### config.mk
export PLATFORM = sky130hd
export DESIGN_NAME = nibble_serial_adder_ctrl
export DESIGN_NICKNAME = d
export VERILOG_FILES = /design/src/rtl/nibble_serial_adder_ctrl.sv
export SDC_FILE = /design/constraint.sdc
export NUM_CORES = 1
export LEC_CHECK = 0
export ABC_AREA = 1
export CELL_PAD_IN_SITES_DETAIL_PLACEMENT = 2
export CELL_PAD_IN_SITES_GLOBAL_PLACEMENT = 2
export CORE_ASPECT_RATIO = 0.7
export CORE_MARGIN = 2
export CORE_UTILIZATION = 22
export DETAILED_ROUTE_END_ITERATION = 10
export PLACE_DENSITY_LB_ADDON = 0.1
export SLEW_MARGIN = 0
export SYNTH_ARGS = -nofsm -noshare
export SYNTH_HDL_FRONTEND = slang
export SYNTH_SLANG_ARGS = --single-unit
### constraint.sdc
create_clock -name clk -period 1.6 [get_ports clk]
set_input_delay 0.32 -clock clk [delete_from_list [all_inputs] [get_ports clk]]
set_output_delay 0.32 -clock clk [all_outputs]
set_load 0.01 [all_outputs]
### src/rtl/nibble_serial_adder_ctrl.sv
// Nibble-serial adder controller: feeds one 4-bit slice per cycle to an external ripple adder.
// Optional OVERFLOW_FLAG_EN adds a registered signed-overflow output ovf.
module nibble_serial_adder_ctrl #(
   parameter int unsigned NIBBLES = 4
) (
   input  logic                 clk,
   input  logic                 rst,
   input  logic                 start,
   input  logic [4*NIBBLES-1:0] op_a,
   input  logic [4*NIBBLES-1:0] op_b,
   input  logic                 cin,
   output logic                 busy,
   output logic                 done,
   output logic [4*NIBBLES-1:0] result,
   output logic                 cout,
`ifdef OVERFLOW_FLAG_EN
   output logic                 ovf,
`endif
   output logic [3:0]           add_a,
   output logic [3:0]           add_b,
   output logic                 add_c,
   input  logic [3:0]           add_sum,
   input  logic                 add_carry
);

   localparam int unsigned W  = 4 * NIBBLES;
   localparam int unsigned IW = $clog2(NIBBLES);

   typedef enum logic [1:0] {
      IDLE = 2'd0,
      RUN  = 2'd1,
      DONE = 2'd2
   } state_t;

   state_t          state, state_next;
   logic [W-1:0]    lat_a, lat_b;
   logic            lat_cin;
   logic [IW-1:0]   idx;
   logic            carry;
   logic [IW+1:0]   base;
   logic            last;

   assign base = {idx, 2'b00};
   assign last = (idx == IW'(NIBBLES - 1));

   always_ff @(posedge clk) begin
      if (rst) state <= IDLE;
      else     state <= state_next;
   end

   always_comb begin
      state_next = state;
      case (state)
         IDLE:    if (start) state_next = RUN;
         RUN:     if (last)  state_next = DONE;
         DONE:    state_next = start ? RUN : IDLE;
         default: state_next = IDLE;
      endcase
   end

   always_comb begin
      busy  = 1'b0;
      done  = 1'b0;
      add_a = '0;
      add_b = '0;
      add_c = 1'b0;
      case (state)
         RUN: begin
            busy  = 1'b1;
            add_a = lat_a[base +: 4];
            add_b = lat_b[base +: 4];
            add_c = (idx == '0) ? lat_cin : carry;
         end
         DONE:    done = 1'b1;
         default: ;
      endcase
   end

   always_ff @(posedge clk) begin
      if (rst) begin
         lat_a   <= '0;
         lat_b   <= '0;
         lat_cin <= 1'b0;
         idx     <= '0;
         carry   <= 1'b0;
         result  <= '0;
         cout    <= 1'b0;
`ifdef OVERFLOW_FLAG_EN
         ovf     <= 1'b0;
`endif
      end else if (state != RUN) begin
         if (start) begin
            lat_a   <= op_a;
            lat_b   <= op_b;
            lat_cin <= cin;
            idx     <= '0;
         end
      end else begin
         result[base +: 4] <= add_sum;
         carry             <= add_carry;
         idx               <= idx + 1'b1;
         if (last) begin
            cout <= add_carry;
`ifdef OVERFLOW_FLAG_EN
            // Sum MSB comes straight from the adder; result is not yet updated.
            ovf  <= (lat_a[W-1] == lat_b[W-1]) && (add_sum[3] != lat_a[W-1]);
`endif
         end
      end
   end

endmodule

## Word level (Yosys, flattened, before mapping)

Cells that the tools add are included.

- Flip-flop bits (word level): 55
- Input port bits: 41
- Word-level logic and storage cells: 40

- Add/subtract/negate cells: 2
- Eq/ne operators: 7
- Shift-type cells: 4
- Muxes and demuxes: 13
- Bitwise gates (word level): 1
- Reduce and logical (&&, ||, !) cells: 5

Operators with widths:

| operator | number |
|---|---|
| $shiftx A16 B5 Y4 | 2 |
| $bwmux W16 | 1 |
| $shift A4 B6 Y16 const A | 1 |
| $shiftx A4 B6 Y16 | 1 |
| $mux W2 | 4 |
| $mux W4 | 2 |
| $ne A2 B2 Y1 const B | 3 |
| $neg A4 Y6 | 1 |
| $pmux W2 S3 | 1 |
| $reduce_and A2 Y1 | 3 |
| $mux W1 | 5 |
| $eq A2 B2 Y1 const B | 2 |
| $logic_not A2 Y1 | 2 |
| $add A2 B1 Y2 const B | 1 |
| $eq A2 B1 Y1 const B | 1 |
| $ne A2 B1 Y1 const B | 1 |
| $not A1 Y1 | 1 |

## Depth between registers and ports, before layout

- Word-level depth: 3
- Mapped depth: 8
- Depth with buffers taken out: 7

## Worst setup path before layout

No wires, ideal clock.

- Path type: reg-to-output
- Start point: reg idx[1]
- End point: out add_c
- Arrival time: 1434 ps
- Slack: -154 ps
- Stages on the path, launching flop included: 7
- Cell sequence: dfxtp_1 -> buf_2 -> clkinv_1 -> ha_1 -> inv_1 -> nand2_1 -> a21oi_1

- Cells in the longest elaborated chain, start to end: 3

Ends and longest elaborated chain:

| item | RTL line | RTL |
|---|---|---|
| start, declared | 38 | `logic [IW-1:0] idx;` |
| start signal, assigned | 101 | `idx <= idx + 1'b1;` |
| $logic_not A2 Y1 | 72 | `add_c = (idx == '0) ? lat_cin : carry;` |
| $mux W1 | 72 |  |
| $mux W1 | 67 | `case (state)` |
| end, declared | 21 | `output logic add_c,` |

No other way between the ends.

## Final worst setup path

- Start point: reg idx[0]
- End point: out add_c

Same word-level chain as after synthesis.

==> impl_metrics.csv <==
group,metric,value,unit
synth,ys.warnings.count,0,
synth,yosysMostFrequentCell,"nor2_1",
layout,layout.nets,489,
floorplanning,initial_utilization,22.7,%
grt,overflow,0,
layout,fillers,1197,
clock_tree,h-tree-depth,2,
flow_run,cap_violations,0,
worst_setup_path,r2r_end,"result[6]$_SDFFE_PP0P_",
grt,grt_max_degree,43,
floorplanning,pin_count,69,
placement,post_dp_cell_area,3430,um^2
synth,yosysUniqueCellTypes,17,
clock_tree,cts_buffer_depth,2,
drt,drt_wl_total,8.66,mm
synth,synth-compound-area-share,17.1,%
synth,netlist_instances,345,
worst_setup_path,rrSetupSlack,-70,ps
sta,finalMaxSlewViolations,0,
sta,final-hold-violation-count,0,
sta,rsz0062_at_grt,"yes",
worst_setup_path,r2r_cells,9,
synth,seq_area_frac_synth,46.4,%
sta,fmax,572,MHz
sta,fin_skew,5.32,ps
placement,io_buffers,68,
synth,synthMuxAreaShare,0,%
synth,synth_top_cell_area_share,46.4,%
synth,syn-num-nets,391,
sta,setup_slack,-150,ps
sta,period_share,109,%
run_status,status,"finished, violations left",
sta,slew_headroom,74.7,%
clock_tree,cts_buffers,5,
placement,dp_slack,-279,ps
synth,syn_area,2370,um^2
clock_tree,cts_tree,"built",
hold_path,hold_start,"result[9]$_SDFFE_PP0P_",
grt,first_global_vias,2719,
synth,postSynthAreaPerCell,6.88,um^2
floorplanning,placementRows,31,
synth,synth_top_area_cell,"dfxtp_1",
worst_setup_path,cp.arrival,1430,ps
synth,ys_ff_latch,55,
hold_path,hp-class,"flop to flop",
grt,grt_antenna_before_repair,0,
floorplanning,coreArea,10400,um^2
drt,drc_errors,0,
layout,drive_gt1_share,24.4,%
worst_setup_path,path_max_fanout,5,
clock_tree,cts_root_buf,"clkbuf_16",
synth,synth_xor_area_share,0,%
synth,yosys-top-cells-area,"dfxtp_1 46%, nor2_1 20%, o21ai_0 11%",
synth,ys.flop_type,"dfxtp_1",
synth,synth_top_family_by_area,"simple AND/OR/NAND/NOR gates",
sta,min_period,1750,ps
drt,vias,2540,
placement,place.gp.congestion,0.712,
drt,routed_via_density,4.43,
worst_setup_path,startpoint_type,"flop",
layout,syn_to_final_growth,64.6,%
floorplanning,fp.dieH,90.9,um
worst_setup_path,cp-end-kind,"output port",
floorplanning,die_area,11600,um^2
layout,final_cell_area,3910,um^2
power_and_ir_drop,vdd_drop_max,0.373,mV
drt,ant_nets,0,
hold_path,min_path_cells,2,
worst_setup_path,cpMaxStageDelayCell,"dfxtp_4",
hold_path,hold_end,"result[9]$_SDFFE_PP0P_",
clock_tree,hold_buffers,0,
grt,grt_pass1_wl,13.8,mm
clock_tree,cts_sinks,55,
synth,ys_async_sr_fraction,0,%
worst_setup_path,critPathKind,"flop to output port",
power_and_ir_drop,power.density,874,nW/um^2
worst_setup_path,max_stage_delay,400,ps
drt,drt_iter0_drc,34,
worst_setup_path,cp.required,1280,ps
synth,synth_fa_ha_area_share,2.64,%
drt,first_pass_iters,4,
power_and_ir_drop,p_leak,1.54,nW
worst_setup_path,cpLargestDelayFamily,"buffers and inverters",
drt,routedWlPerCell,15.1,um
worst_setup_path,critPathBufInv,4,
clock_tree,clk_pin_slew,70,ps
synth,synth_edf_count,0,
grt,grt_usage,15.1,%
sta,setup_viol,23,
floorplanning,die_x,128,um
worst_setup_path,path_cells,"buf_4, inv_8, ha_4, inv_2, nand2_2, a21oi_2, buf_2",
worst_setup_path,r2r-start,"idx[0]$_SDFFE_PP0P_",
placement,dpl.hpwl,6.13,mm
run_status,failed_checks,"setup timing",
layout,antennaDiodeCount,0,
synth,synthSimpleGateAreaFrac,28.0,%
synth,yosys-top-cells-count,"126 x nor2_1, 55 x dfxtp_1, 52 x o21ai_0, 34 x nand2_1, 22 x a21oi_1",
clock_tree,clkLatencyLatePin,290,ps
sta,worst_pin_slew,375,ps
## layout by cell type, fill, tap and decap left out, drive strengths merged
cell	netlist	layout
clkdlybuf4s15	0	1
a21oi	22	22
o21a	2	2
clkbuf	7	8
dfxtp	55	55
nor3	3	3
clkinv	1	1
nand2	36	36
buf	10	48
nor2	126	126
ha	5	5
clkdlybuf4s50	0	57
o21ai	56	56
inv	16	16
nand3	6	6
## worst max-delay path by stage
stage / start / endpoint / slack, ps / cells past startpoint
3_5_place_dp: idx[1]$_SDFFE_PP0P_ / add_b[3] / -280 / 6
2_1_floorplan: idx[1]$_SDFFE_PP0P_ / add_c / 50 / 6
6_report: idx[0]$_SDFFE_PP0P_ / add_c / -150 / 7
5_1_grt: idx[0]$_SDFFE_PP0P_ / add_b[0] / -250 / 7
4_1_cts: idx[0]$_SDFFE_PP0P_ / add_a[1] / -170 / 7
3_3_place_gp: idx[0]$_SDFFE_PP0P_ / add_a[2] / -250 / 6
## sequential cells by signal, indices dropped and copies added, names as in the netlist
register  count
lat_a        16
result       16
lat_cin       1
cout          1
idx           2
lat_b        16
state         2
carry         1
## metrics by stage
step / hold slack (ps) / TNS, ps / utilization [%] / cells / power, mW
4_1_cts: 474 / -1290 / 35.4 / 568 / 3.35
3_5_place_dp: 461 / -5270 / 32.9 / 556 / 2.21
2_1_floorplan: 389 / 0 / - / 345 / 1.84
3_3_place_gp: 457 / -4150 / 32.9 / 556 / 2.20
5_1_grt: 504 / -3530 / 37.4 / 574 / 3.61
6_report: 472 / -1800 / 37.4 / 574 / 3.41
## layout make-up
cell class                      instances  area, um^2  area share, %
Clock buffer                            6         129           3.30
Inverter                               17        78.8           2.02
Multi-Input combinational cell        256        1360           34.8
Sequential cell                        55        1110           28.3
Tap cell                              132         165           4.23
Timing Repair Buffer                  108        1070           27.3
## where the power goes
part | internal, mW | switching (mW)
Clock | 0.566 | 0.493
Combinational | 0.408 | 0.426
Sequential | 1.46 | 0.0596
Total | 2.43 | 0.979
## cell families (layout without fill, tap and decap cells)
group | Yosys count | after routing
buffers and inverters | 34 | 131
AOI/OAI and AO/OA | 80 | 80
and+or+nand+nor | 171 | 171
DFF | 55 | 55
adders and majority gates | 5 | 5
## worst reg2reg max path: stages (launching register included)
cell	delay [ps]
dfxtp_4	400
buf_4	150
inv_8	50
buf_8	130
buf_4	150
ha_4	300
nand2_1	90
nor2_4	140
nand2_1	70
a21oi_1	130
## per-layer routing
layer	part of all wire [%]	global-route usage, %	up-vias
met4	0.60	3.02	0
met1	52	21.1	1197
met2	43	23.9	40
li1	-	-	1299
met3	3.5	3.14	4
met5	0	0	-
## repair_timing
item / 4_1_cts / 5_1_grt
resized for setup: 83 / 52
gates cloned: 1 / 1
pin swaps: 7 / 21
buffers inserted: 5 / 6
endpoints found under the setup margin: 27 / 26
No activity file was read; power rests on OpenSTA's default activity.
